**src/rtl/nco_sd_dac.sv**
```systemverilog
`default_nettype none
// ============================================================================
//  Module   : nco_sd_dac
//  Purpose  : Tone output stage downstream of the NCO. Captures signed sine
//             samples, applies a click-free ramped amplitude envelope with
//             programmable gain, converts to offset binary and drives a
//             first-order delta-sigma 1-bit stream (buzzer pin).
//  Revision : 1.0  initial release
// ----------------------------------------------------------------------------
//  Ports
//    clk       in   system clock
//    reset_n   in   asynchronous active-low reset
//    clken     in   sample-rate enable (shared with the NCO)
//    fsin_i    in   [mpr]  signed sample from the NCO
//    in_valid  in   NCO sample valid
//    enable    in   tone-on request
//    gain      in   [gw]   unsigned target amplitude
//    dsm_o     out  registered delta-sigma bit stream
//    active_o  out  high while the envelope state is not IDLE
// ============================================================================
module nco_sd_dac #(
  parameter int mpr   = 16,
  parameter int gw    = 8,
  parameter int rampw = 10
) (
  input  logic           clk,
  input  logic           reset_n,
  input  logic           clken,
  input  logic [mpr-1:0] fsin_i,
  input  logic           in_valid,
  input  logic           enable,
  input  logic [gw-1:0]  gain,
  output logic           dsm_o,
  output logic           active_o
);

  localparam logic [1:0] S_IDLE      = 2'd0;
  localparam logic [1:0] S_RUN       = 2'd1;
  localparam logic [1:0] S_RAMP_UP   = 2'd2;
  localparam logic [1:0] S_RAMP_DOWN = 2'd3;

  localparam logic [gw-1:0]    c_env_one = gw'(1);
  localparam logic [rampw-1:0] c_pc_one  = rampw'(1);
  localparam logic [mpr-1:0]   c_mid     = {1'b1, {(mpr-1){1'b0}}};

  logic [mpr-1:0]   r_s1;
  logic [rampw-1:0] r_pc;
  logic [gw-1:0]    r_env;
  logic [1:0]       r_state;
  logic [1:0]       w_state_nxt;
  logic [mpr-1:0]   r_y;
  logic [mpr-1:0]   r_u;
  logic [mpr-1:0]   r_acc;
  logic             r_dsm;
  logic             w_active;

  logic [gw-1:0]           w_tgt;
  logic                    w_tick;
  logic signed [mpr+gw:0]  w_s1_ext;
  logic signed [mpr+gw:0]  w_env_ext;
  logic signed [mpr+gw:0]  w_prod;
  logic [mpr:0]            w_sum;
  logic                    w_unused_prod;

  assign w_tgt  = enable ? gain : '0;
  assign w_tick = clken & (&r_pc);

  // Envelope is zero-extended so it always acts as a non-negative multiplier;
  // with env <= 2^gw-1 the shifted result never exceeds the input magnitude.
  assign w_s1_ext  = {{(gw+1){r_s1[mpr-1]}}, r_s1};
  assign w_env_ext = {{(mpr+1){1'b0}}, r_env};
  assign w_prod    = w_s1_ext * w_env_ext;
  assign w_unused_prod = ^{w_prod[mpr+gw], w_prod[gw-1:0]};

  // The carry out of the accumulator is the modulator bit.
  assign w_sum = {1'b0, r_acc} + {1'b0, r_u};

  // Sample capture, prescaler, envelope and datapath pipeline.
  always_ff @(posedge clk or negedge reset_n) begin
    if (!reset_n) begin
      r_s1  <= '0;
      r_pc  <= '0;
      r_env <= '0;
      r_y   <= '0;
      r_u   <= c_mid;
    end else if (clken) begin
      r_s1 <= in_valid ? fsin_i : '0;
      r_pc <= r_pc + c_pc_one;
      // Steps exactly one code toward target per tick, so it can never
      // overshoot or wrap.
      if (w_tick) begin
        if (r_env < w_tgt)      r_env <= r_env + c_env_one;
        else if (r_env > w_tgt) r_env <= r_env - c_env_one;
      end
      r_y <= w_prod[mpr+gw-1:gw];
      r_u <= r_y ^ c_mid;
    end
  end

  // Delta-sigma modulator runs at full clock rate on the held u.
  always_ff @(posedge clk or negedge reset_n) begin
    if (!reset_n) begin
      r_acc <= '0;
      r_dsm <= 1'b0;
    end else begin
      r_acc <= w_sum[mpr-1:0];
      r_dsm <= w_sum[mpr];
    end
  end

  // State register.
  always_ff @(posedge clk or negedge reset_n) begin
    if (!reset_n) r_state <= S_IDLE;
    else          r_state <= w_state_nxt;
  end

  // Next state is a pure decode of the current env/target relation.
  always_comb begin
    w_state_nxt = r_state;
    if (clken) begin
      if (r_env < w_tgt)      w_state_nxt = S_RAMP_UP;
      else if (r_env > w_tgt) w_state_nxt = S_RAMP_DOWN;
      else if (w_tgt == '0)   w_state_nxt = S_IDLE;
      else                    w_state_nxt = S_RUN;
    end
  end

  // Output decode.
  always_comb begin
    w_active = (r_state != S_IDLE);
  end

  assign active_o = w_active;
  assign dsm_o    = r_dsm;

endmodule
`default_nettype wire

```
**config.mk**
```make
export PLATFORM = sky130hd
export DESIGN_NAME = nco_sd_dac
export DESIGN_NICKNAME = d
export VERILOG_FILES = /design/src/rtl/nco_sd_dac.sv
export SDC_FILE = /design/constraint.sdc
export NUM_CORES = 1
export LEC_CHECK = 0
export CAP_MARGIN = 10
export CORE_MARGIN = 2
export CORE_UTILIZATION = 33
export CTS_CLUSTER_DIAMETER = 150
export DETAILED_ROUTE_END_ITERATION = 8
export PLACE_DENSITY_LB_ADDON = 0.2
export RECOVER_POWER = 25
export SYNTH_ARGS = -nofsm -noshare
export SYNTH_HDL_FRONTEND = slang
export SYNTH_SLANG_ARGS = --single-unit
```
**constraint.sdc**
```tcl
create_clock -name clk -period 13.81 [get_ports clk]
set_input_delay 2.762 -clock clk [delete_from_list [all_inputs] [get_ports clk]]
set_output_delay 2.762 -clock clk [all_outputs]
set_load 0.05 [all_outputs]
```
==> results summary, run 1 <==
STA puts the critical path data arrival time at around 6200 ps. For the worst setup path, the data required time is ~13000 ps. Detailed placement finished with a half-perimeter wire length of 12.7 mm. Counting instances in the post-synthesis netlist gives the leading cell types as sky130_fd_sc_hd__inv_1, sky130_fd_sc_hd__fa_1, sky130_fd_sc_hd__nand2_1.

Across the VDD grid, the largest voltage drop is approximately 0.048 mV. In the synthesized netlist the dominant register cell turns out to be sky130_fd_sc_hd__dfrtp_1. The via count of the first global-routing pass came out at 6236. The relative max-transition margin is -162%.

The root buffer cell is sky130_fd_sc_hd__clkbuf_16. The setup TNS came out at 0 ps. The row count came out at 58. The die outline height came out at between 150 and 200 um. The initial core utilization is about 34%. The startpoint identified for the worst hold timing path is r_y[15]$_DFFE_PN0P_. The post-route clock period utilization is 48.6%.

The floorplan step defined a die boundary enclosing 26900 sq um. The number of maximum-capacitance constraint violations came out at 2. The count of final max-slew check failures came out at 146.

The worst-case register-to-register setup slack came out at about 8000 ps. The core area is roughly 25000 sq um. The sort of element at the end of the critical path is an asynchronous set/reset pin.

The setup fix buffers added after clock tree synthesis came out at 0. The class of the tightest hold or removal check is reg2reg. The analysis attributes to net switching a power of 206 uW. The sort of element at the start of the critical path is a primary input.

The layout net count came out at between 1000 and 1500. Counting flops and latches in the post-synthesis netlist gives 85. The first-pass GRT wire length came out at slightly above 30 mm. Internal power comes to 489 uW. The initial antenna violation count is 0.

The average cell area after synthesis is around 9.5 sq um. The ratio of routed vias to standard cells came out at approximately 4.7. Per report_power, the combinational group accounts for a little under a fifth of the total.

The buffers plus inverters on the worst setup path came out at 2. The share of final-layout standard cells stronger than drive strength 1 came out at under 10%. The number of buffers added to fix hold violations after cts came out at 0. In this run the tool buffered the top-level ports with 30 buffer cells.

The worst clock skew came out at about 15 ps. The number of levels the H-tree was split into came out at 3. After clock tree synthesis, the clock-pin slew on the worst setup and hold paths is ~60 ps. TritonCTS built the clock tree. The number of warnings issued by yosys came out at 0. For this design the top-level I/O count stands at 31. The largest net degree at the start of global routing came out at 75. The total number of vias is about 5700.

By area the synthesized netlist is led by sky130_fd_sc_hd__dfrtp_1, sky130_fd_sc_hd__fa_1, sky130_fd_sc_hd__ha_1. The number of remaining DRC errors is 0. The async set-reset flop share out of synthesis came out at between 90% and 100%. The post-route minimum period is approximately 6700 ps. The length in cells of the worst reg-to-reg path is 16. The finished cells cover slightly above 9000 sq um. The portion of synthesized cell area occupied by the leading cell type came out at between 20 and 25%. The later-pin clock latency in the skew report came out at roughly 350 ps.

The switching part of the total came out at between 20% and 30%. The flow ran to the end, but the final reports show violations. In this run the power density over the cells is between 70 and 80 nW/um^2. The worst register-to-register path ends at r_y[14]$_DFFE_PN0P_. The part of the Yosys area used for sequential elements came out at 25.2%. The endpoint of the worst hold path is r_u[15]$_DFFE_PN1P_. The static leakage power came out at about 4.9 nW. The total congestion overflow after global routing came out at 0. The clock sink count came out at 85. The number of hold violations in the final report is 0. The post-detailed-route wirelength per cell came out at 13.6 um. The final reports fail on capacitance limit, slew limit. Summed over all instances, the cell type with the most area after synthesis is sky130_fd_sc_hd__dfrtp_1. Counting instances, the worst hold path has a depth of 1. The worst register-to-register path begins at r_env[5]$_DFFE_PN0P_.

In the post-synthesis netlist, the cell with the most instances is sky130_fd_sc_hd__inv_1. On the critical path the largest part of the delay comes from buffers and inverters. The power share of the clock group came out at around 36%. The maximum clock frequency is between 100 and 150 MHz. The relative area change from synthesis to final layout is 10.2%. The routability congestion estimate from global placement is slightly below 0.8. Per report_power, the sequential group accounts for 45.1% of the total. In this design, the critical path's most frequently occurring cell is sky130_fd_sc_hd__clkbuf_1. The count of cells resized by post-cts repair came out at 0. The final setup violation count came out at 0.

The worst setup path is of the in2async kind. Global routing consumed, over all layers together, 14.3% of the routing resources. The number of antenna diodes came out at 0. The number of stages on the worst setup path came out at 2. The combined area of all synthesized cells came out at around 8500 sq um. The critical path's largest stage delay came out at 2810 ps. The routed wire length is between 15 and 20 mm. The largest driver fanout on the critical path came out at 70. Once layout is complete, the utilization of the core stands at roughly 37%.

Traced cell by cell, the critical path runs through clkbuf_1 > clkbuf_1. The number of violations reported at the end of detailed-routing iteration 0 is approximately 230. The die span in x is about 160 um. The net count of the mapped netlist is approximately 1100. For this run, the detailed router's first-pass iteration total came to 4. The largest individual stage delay along the critical path comes from the cell sky130_fd_sc_hd__clkbuf_1. The number of flops mapped to enable cells by yosys came out at 0. Setup repair after global routing left no endpoint under its margin. The count of nets left with antenna violations once routing finished came out at 0. The placed instance area is 9040 sq um. The actual slew at the worst max-slew pin came out at 3930 ps. The number of instances in the synthesized netlist came out at 887. The clock tree buffer depth is 2.

Counting distinct cell types in the post-synthesis netlist gives 52. The number of buffers created by CTS came out at 9.
## power by group through the flow
stage | clock [mW] | sequential [mW] | combinational [mW]
2_1_floorplan | 0 | 0.309 | 0.0991
6_report | 0.253 | 0.313 | 0.129
3_5_place_dp | 0 | 0.318 | 0.131
4_1_cts | 0.265 | 0.313 | 0.131
5_1_grt | 0.271 | 0.319 | 0.148
3_3_place_gp | 0 | 0.318 | 0.129
## sequential cells by signal (all words and copies together), names as in the netlist
| register | flops |
|---|---|
| dsm_o | 1 |
| r_acc | 16 |
| r_env | 8 |
| r_pc | 10 |
| r_s1 | 16 |
| r_state | 2 |
| r_u | 16 |
| r_y | 16 |
## area by class of cell
type	count	area (sq um)
Inverter	162	608
Fill cell	2525	15900
Multi-Input combinational cell	603	5580
Clock inverter	6	71.3
Tap cell	330	413
Clock buffer	10	229
Timing Repair Buffer	32	295
Sequential cell	85	2130
## placed cells by master (no fill, tap or decap), drive strengths merged, types with 3 or more instances in the layout
| cell type | count |
|---|---|
| nor2 | 27 |
| nor2b | 4 |
| clkbuf | 14 |
| inv | 164 |
| a31oi | 4 |
| clkdlybuf4s50 | 28 |
| xor2 | 14 |
| a21o | 20 |
| mux2 | 28 |
| nor3 | 7 |
| ha | 74 |
| a21oi | 26 |
| and4 | 4 |
| o21ai | 35 |
| nand4 | 6 |
| nand2 | 97 |
| fa | 101 |
| and3 | 6 |
| and2 | 56 |
| a211oi | 4 |
| dfrtp | 84 |
| o21a | 4 |
| nand3 | 23 |
| xnor2 | 33 |
| a21boi | 3 |
## cells by family (layout without fill, tap and decap cells)
group,after synthesis,count (layout),synth area share (%)
AOI/OAI and AO/OA,114,114,8.71
xor gates and xnor gates,47,47,4.87
buffers and inverters,199,210,8.86
muxes,28,28,3.73
adders and majority gates,175,175,34.8
DFF,85,85,25.2
and+or+nand+nor,239,239,13.8
## worst max-delay path by stage
stage | from | to
global placement | enable | r_env[7]$_DFFE_PN0P_
floorplan | enable | r_env[7]$_DFFE_PN0P_
detailed placement | enable | r_env[7]$_DFFE_PN0P_
CTS | enable | r_env[7]$_DFFE_PN0P_
finish | reset_n | r_acc[11]$_DFF_PN0_
global route | reset_n | r_u[10]$_DFFE_PN0P_
## layer usage
| layer | share of wire [%] | global-route usage [%] |
|---|---|---|
| met1 | 49 | 19.2 |
| met2 | 49 | 24.2 |
| met3 | 1.5 | 2.30 |
| met4 | 1.1 | 3.27 |
| met5 | 0 | 0 |
## through the flow
step                      std cells  power [mW]  hold slack [ps]  setup slack, ps
final                          1228       0.695              416             7100
after global routing           1228       0.738              441             6070
after CTS                      1228       0.710              425             7770
after detailed placement       1212       0.448              416             7410
after global placement         1212       0.447              408             7410
after floorplan                 887       0.408              391             8140
## worst reg2reg max path, stage by stage, from the launching register on
cell,delay [ps]
sky130_fd_sc_hd__dfrtp_1,840
sky130_fd_sc_hd__nand2_1,180
sky130_fd_sc_hd__fa_1,540
sky130_fd_sc_hd__fa_1,490
sky130_fd_sc_hd__inv_1,50
sky130_fd_sc_hd__fa_1,530
sky130_fd_sc_hd__inv_1,50
sky130_fd_sc_hd__fa_1,530
sky130_fd_sc_hd__inv_1,40
sky130_fd_sc_hd__ha_1,200
sky130_fd_sc_hd__nor2_1,260
sky130_fd_sc_hd__o2111ai_1,390
sky130_fd_sc_hd__a21oi_1,380
sky130_fd_sc_hd__a21oi_1,280
sky130_fd_sc_hd__a221oi_1,420
sky130_fd_sc_hd__xnor2_1,120
sky130_fd_sc_hd__mux2_2,270
Power figures use the tool's default switching activity.
==> run 2, diff against run 1 <==
==> constraint.sdc (replaced) <==
create_clock -name clk -period 6.2 [get_ports clk]
set_input_delay 1.24 -clock clk [delete_from_list [all_inputs] [get_ports clk]]
set_output_delay 1.24 -clock clk [all_outputs]
set_load 0.05 [all_outputs]
==> results summary, run 2 (synthesis gave the netlist of run 1 again) <==
STA classifies the critical path endpoint as a flip-flop. The core region is between 20000 and 30000 sq um. The count of buffers added on input and output ports is 30. Buffers inserted to repair hold after CTS numbered 0.

The clock sink count came out at between 80 and 90. The final reports fail on capacitance limit, slew limit. The die outline height came out at between 150 and 200 um. The setup TNS is 0 ps.

The via count of the first global-routing pass came out at 6171. The count of final max-slew check failures was between 100 and 150. The commonest non-fill, non-tap cell in the layout is sky130_fd_sc_hd__inv_1. The layout net count came out at between 1000 and 1500. The worst vdd rail ir drop is approximately 0.13 mV. The number of hold violations in the final report is 0. The highest metal layer with signal wires is met4.

Using the TritonRoute via totals, the vias-per-cell ratio works out to 4.68. 31 I/O pins were placed. In this run the static leakage power is roughly 4.9 nW. The actual slew at the worst max-slew pin is ~3400 ps. The root buffer cell is sky130_fd_sc_hd__clkbuf_16. The later-pin clock latency in the skew report is roughly 350 ps. Wire segments on met3 add up to around 280 um in the final route. The first-pass GRT wire length is 30.6 mm.

The count of cells resized by post-cts repair is 0. The top cell types in the final layout, fill and taps aside, are sky130_fd_sc_hd__inv_1, sky130_fd_sc_hd__fa_1, sky130_fd_sc_hd__nand2_1. The largest driver fanout on the critical path is 18. The longest clock path from root to sink contains 2 buffers. The routed wire length is roughly 17 mm. The detailed-routing wirelength on met1 came out at 8.10 mm. The routed design uses 8.42 mm of met2 wire. The die area came out at around 27000 sq um. The relative max-transition margin is -124%. The post-detailed-route wirelength per cell is roughly 14 um. The length of the first detailed-routing pass in iterations is 4. In this run the worst hold path is classified as reg2reg.

The non-filler instance count after layout is 1232. After detailed routing, the number of remaining DRC violations is 0. Setup repair after global routing left no endpoint under its margin. From left edge to right edge, the die measures roughly 160 um. TritonCTS built the clock tree. The final setup violation count came out at 0. The global router's overall resource usage is between 10 and 15%. The post-route clock period utilization came out at between 80% and 90%.

The worst clock skew came out at around 11 ps. The maximum clock frequency is approximately 180 MHz. The final design utilization came out at a little under two fifths. The initial core utilization came out at approximately a third. The total overflow left after global routing is 0.

The register clock-pin slew on the reported worst setup and hold paths is approximately 70 ps. STA classifies the critical path startpoint as a flip-flop. The post-route minimum period came out at 5430 ps. The total number of vias came out at ~5800. The type of the worst setup path is reg2reg. Data on the critical path is required at its endpoint by around 6400 ps. The run finished, with violations left.

The congestion estimate from routability-driven global placement came to ~0.75. After detailed placement, the design holds a cell count of approximately 1200. The power per cell area is approximately 160 nW/um^2.

The share of final-layout standard cells stronger than drive strength 1 came out at around 5.9%. The number of antenna diodes in the final layout is 0. The relative area change from synthesis to final layout came out at 10.4%. The number of buffers created by CTS is 9. The largest net degree at the start of global routing came out at 75. The arrival time at the worst endpoint is between 5000 and 6000 ps. The remaining number of nets flagged by the antenna check after routing came out at 0. The number of levels the H-tree was split into came out at 3.

The post-DP HPWL came out at ~13 mm. For this block, the initial DRC count from the detailed router was ~260. The initial antenna violation count is 0. Buffers added to address setup during post-CTS repair amount to 0. Across the run, the number of max-cap violations was 2. The row count came out at 58.
## run 2: report_power, final
part           internal, mW  switching, mW  leakage, nW
sequential            0.637         0.0603         1.12
combinational         0.136          0.151         3.62
clock                 0.288          0.247        0.141
## run 2: critical path, stage by stage (launching register included)
cell and delay [ps]:
sky130_fd_sc_hd__dfrtp_1 780, sky130_fd_sc_hd__nand2_1 210, sky130_fd_sc_hd__inv_1 160, sky130_fd_sc_hd__fa_1 600, sky130_fd_sc_hd__fa_1 550, sky130_fd_sc_hd__fa_1 480
sky130_fd_sc_hd__inv_1 50, sky130_fd_sc_hd__fa_1 520, sky130_fd_sc_hd__inv_1 40, sky130_fd_sc_hd__ha_1 340, sky130_fd_sc_hd__and4_2 230, sky130_fd_sc_hd__nand3_1 110
sky130_fd_sc_hd__nor2_1 50, sky130_fd_sc_hd__or4_1 620, sky130_fd_sc_hd__a2111o_1 450, sky130_fd_sc_hd__o311ai_1 90
## run 2: stage by stage
stage | hold slack [ps] | power (mW) | cell area, sq um | worst slack [ps]
6_report | 427 | 1.52 | 9340 | 771
5_1_grt | 484 | 1.62 | 9340 | 360
4_1_cts | 439 | 1.55 | 9350 | 751
3_5_place_dp | 430 | 1.00 | 9070 | 791
3_3_place_gp | 420 | 0.997 | 9070 | 792
2_1_floorplan | 391 | 0.909 | 8460 | 1110
## run 2: routing by layer
layer	GRT usage, %	vias to the layer above
li1	-	2830
met1	18.7	2884
met2	25.3	41
met3	1.82	13
met4	3.63	0
met5	0	-
## run 2: cell type report
cell class	instances	area (sq um)
clock buffers	11	243
clock inverters	5	40.0
fillers	2563	15800
inverters	162	608
multi-input cells	603	5580
flip-flops and latches	85	2130
well taps	330	413
repair buffers	36	327
## run 2: final timing paths
kind / cells after the start / slack, ps / to / start
min in group asynchronous: 1 / 1010 / r_state[0]$_DFFE_PN0P_ / reset_n
worst max register to register: 15 / 770 / r_y[12]$_DFFE_PN0P_ / r_env[0]$_DFFE_PN0P_
max in group asynchronous: 2 / 2890 / r_y[0]$_DFFE_PN0P_ / reset_n
worst min register to register: 1 / 430 / r_u[15]$_DFFE_PN1P_ / r_y[15]$_DFFE_PN0P_
worst min-delay path: 1 / 430 / r_u[15]$_DFFE_PN1P_ / r_y[15]$_DFFE_PN0P_
worst max-delay path: 15 / 770 / r_y[12]$_DFFE_PN0P_ / r_env[0]$_DFFE_PN0P_
==> run 3, diff against run 2 <==
--- a/config.mk
+++ b/config.mk
@@ -6,10 +6,11 @@
 export NUM_CORES = 1
 export LEC_CHECK = 0
 export CAP_MARGIN = 10
-export CORE_MARGIN = 2
+export CORE_MARGIN = 10
 export CORE_UTILIZATION = 33
 export CTS_CLUSTER_DIAMETER = 150
 export DETAILED_ROUTE_END_ITERATION = 8
+export GPL_ROUTABILITY_DRIVEN = 0
 export PLACE_DENSITY_LB_ADDON = 0.2
 export RECOVER_POWER = 25
 export SYNTH_ARGS = -nofsm -noshare
==> results summary, run 3 (synthesis gave the netlist of run 1 again) <==
The clock sink count is 85. The critical path goes through nand2_1 > inv_1 > fa_1 > fa_1 > fa_1 > inv_1 > fa_1 > inv_1 > ha_1 > and4_2 > nand3_1 > nor2_1 > or4_1 > a2111o_1 > o311ai_1. The proportion of power drawn by flip-flops and latches is between 40% and 50%. The register area is ~2100 sq um. The initial core utilization came out at 33.6%. The setup fix buffers added after clock tree synthesis came out at 0. For this design the ratio of total power to cell area is ~160 nW/um^2. The number of levels the H-tree was split into came out at 3. Counting the fill cells in the layout gives between 2000 and 3000. The slowest stage of the critical path is the sky130_fd_sc_hd__dfrtp_1 cell. Data on the critical path is required at its endpoint by approximately 6500 ps. The core area came out at 25200 sq um. The worst setup path is captured at a flip-flop. The count of final max-slew check failures is 116. The final reports fail on capacitance limit, slew limit. In this run the static leakage power is a little under 5 nW.

The number of hold violations in the final report is 0. The initial antenna violation count came to 0. The critical path's largest stage delay came out at 790 ps. The routed wire length is around 17 mm. The layout net count is roughly 1100.

The later-pin clock latency in the skew report is between 300 and 400 ps. The pre-antenna-repair detailed-routing pass consisted of 4 iterations. Final hold analysis gives a worst-case slack of between 400 and 500 ps.

The number of maximum-capacitance constraint violations came out at 2. The flow ran to the end, but the final reports show violations. Setup repair after global routing left no endpoint under its margin. The count of cells resized by post-cts repair came out at 0.

The worst-case register-to-register setup slack is 770 ps. The post-detailed-route wirelength per cell is 14.0 um. The remaining number of nets flagged by the antenna check after routing came out at 0.

The switching part of the total is between 30% and 40%. The relative max-transition margin is -25.6%. The number of I/O pins is 31. Port buffering added 30 buffers. The die span in x is approximately 180 um. Cells with a size suffix above 1 make up about 5.8% of the layout.

The area of all placed cells without fillers came out at roughly 9300 sq um. The global router's overall resource usage came out at 11.4%. The post-route total power is roughly 1.5 mW. The post-route clock period utilization came out at around 90%. Summed over all failing endpoints, the final setup total negative slack is 0 ps. The CTS tree is built. The area growth from synthesis to layout is 10.2%. The number of buffers created by CTS came out at 9. The switching power is 462 uW.

Internal power comes to approximately 1.0 mW. By instance count, the cell type seen most on the critical path is sky130_fd_sc_hd__fa_1. Of all nets on the critical path, the largest fanout is 18.

No sink is reached through more buffers than the 2 on the longest clock path. The worst clock skew came out at roughly 7.5 ps. The post-route minimum period is between 5000 and 6000 ps. After detailed routing, the number of vias per cell comes to between 4 and 5. The row count came out at between 50 and 60. The power share of the clock group is 34.9%. The worst vdd rail ir drop came out at 0.133 mV. Entering global routing, the biggest net connects 72 pins. The commonest non-fill, non-tap cell in the layout is sky130_fd_sc_hd__inv_1. The worst setup path is launched from a flip-flop.

In this run the worst hold path is classified as reg2reg. The die area came out at around 32000 sq um. The number of buffers added to fix hold violations after cts came out at 0.

The number of antenna diodes came out at 0. The die outline height is approximately 180 um. Clock tree synthesis selected as its root buffer the cell sky130_fd_sc_hd__clkbuf_16. The type of the worst setup path is reg2reg. The number of remaining DRC errors came out at 0.

The arrival time at the worst endpoint came out at ~5700 ps. Summed over all layers, the global routing overflow is 0. The placed instance area came out at 9050 sq um. The total number of vias came out at 5729. Clock-pin slew was measured on the worst setup and hold paths at about 70 ps. Of the total power, combinational logic draws a little under a fifth.

In the layout the commonest cells are sky130_fd_sc_hd__inv_1, sky130_fd_sc_hd__fa_1, sky130_fd_sc_hd__nand2_1. After legalization and detailed placement, the total HPWL measured approximately 13 mm. The maximum clock frequency came out at roughly 180 MHz.

The via count of the first global-routing pass came to approximately 6400. The final setup violation count is 0. For the pin with the worst max-slew slack, the measured transition is 1880 ps. The multi-input combinational cells in the finished layout cover a total of about 5600 sq um. The first-pass GRT wire length is 31.1 mm.

The detailed router finished its first iteration with ~260 violations.
==> run 3: layout make-up <==
| class | count | share of cell area, % |
|---|---|---|
| sequential | 85 | 22.8 |
| tap | 330 | 4.43 |
| clock buffer | 10 | 2.46 |
| timing repair buffer | 34 | 3.38 |
| multi-input combinational | 603 | 59.9 |
| clock inverter | 6 | 0.523 |
| inverter | 162 | 6.52 |
==> run 3: layer usage <==
| metal | vias to the layer above | routed length (um) | GRT usage (%) |
|---|---|---|---|
| met5 | - | 0 | 0 |
| met4 | 0 | 232 | 3.18 |
| met3 | 11 | 297 | 1.41 |
| met2 | 34 | 8560 | 20.1 |
| met1 | 2852 | 8110 | 14.2 |
| li1 | 2832 | - | - |
==> run 3: stage by stage <==
stage               setup slack [ps]  cells  util, %
floorplan                       1110    887        -
global placement                 797   1214     36.0
detailed placement               785   1214     36.0
CTS                              752   1230     37.1
global route                     397   1230     37.0
finish                           773   1230     37.0
==> run 3: path summary, 6_finish.rpt <==
path,startpoint,endpoint,cells after the start
setup reg to reg,r_env[0]$_DFFE_PN0P_,r_y[12]$_DFFE_PN0P_,15
setup / recovery,r_env[0]$_DFFE_PN0P_,r_y[12]$_DFFE_PN0P_,15
hold reg to reg,r_y[15]$_DFFE_PN0P_,r_u[15]$_DFFE_PN1P_,1
min in group asynchronous,reset_n,r_state[0]$_DFFE_PN0P_,1
hold / removal,r_y[15]$_DFFE_PN0P_,r_u[15]$_DFFE_PN1P_,1
max in group asynchronous,reset_n,r_acc[0]$_DFF_PN0_,2
==> run 3: worst max-delay path: cells and delay by family (launching register included) <==
family                   cells  cell delay [ps]
adder cells (fa/ha/maj)      5             2500
AND/OR/NAND/NOR              5             1240
flip-flops                   1              790
AO/OA/AOI/OAI                2              560
buffers and inverters        3              240
==> run 3: power groups by stage <==
stage,Combinational (mW),Sequential [mW],Clock [mW]
after floorplan,0.221,0.688,0
after global placement,0.288,0.708,0
after detailed placement,0.290,0.707,0
after CTS,0.291,0.698,0.547
after global routing,0.327,0.711,0.569
final,0.285,0.697,0.527
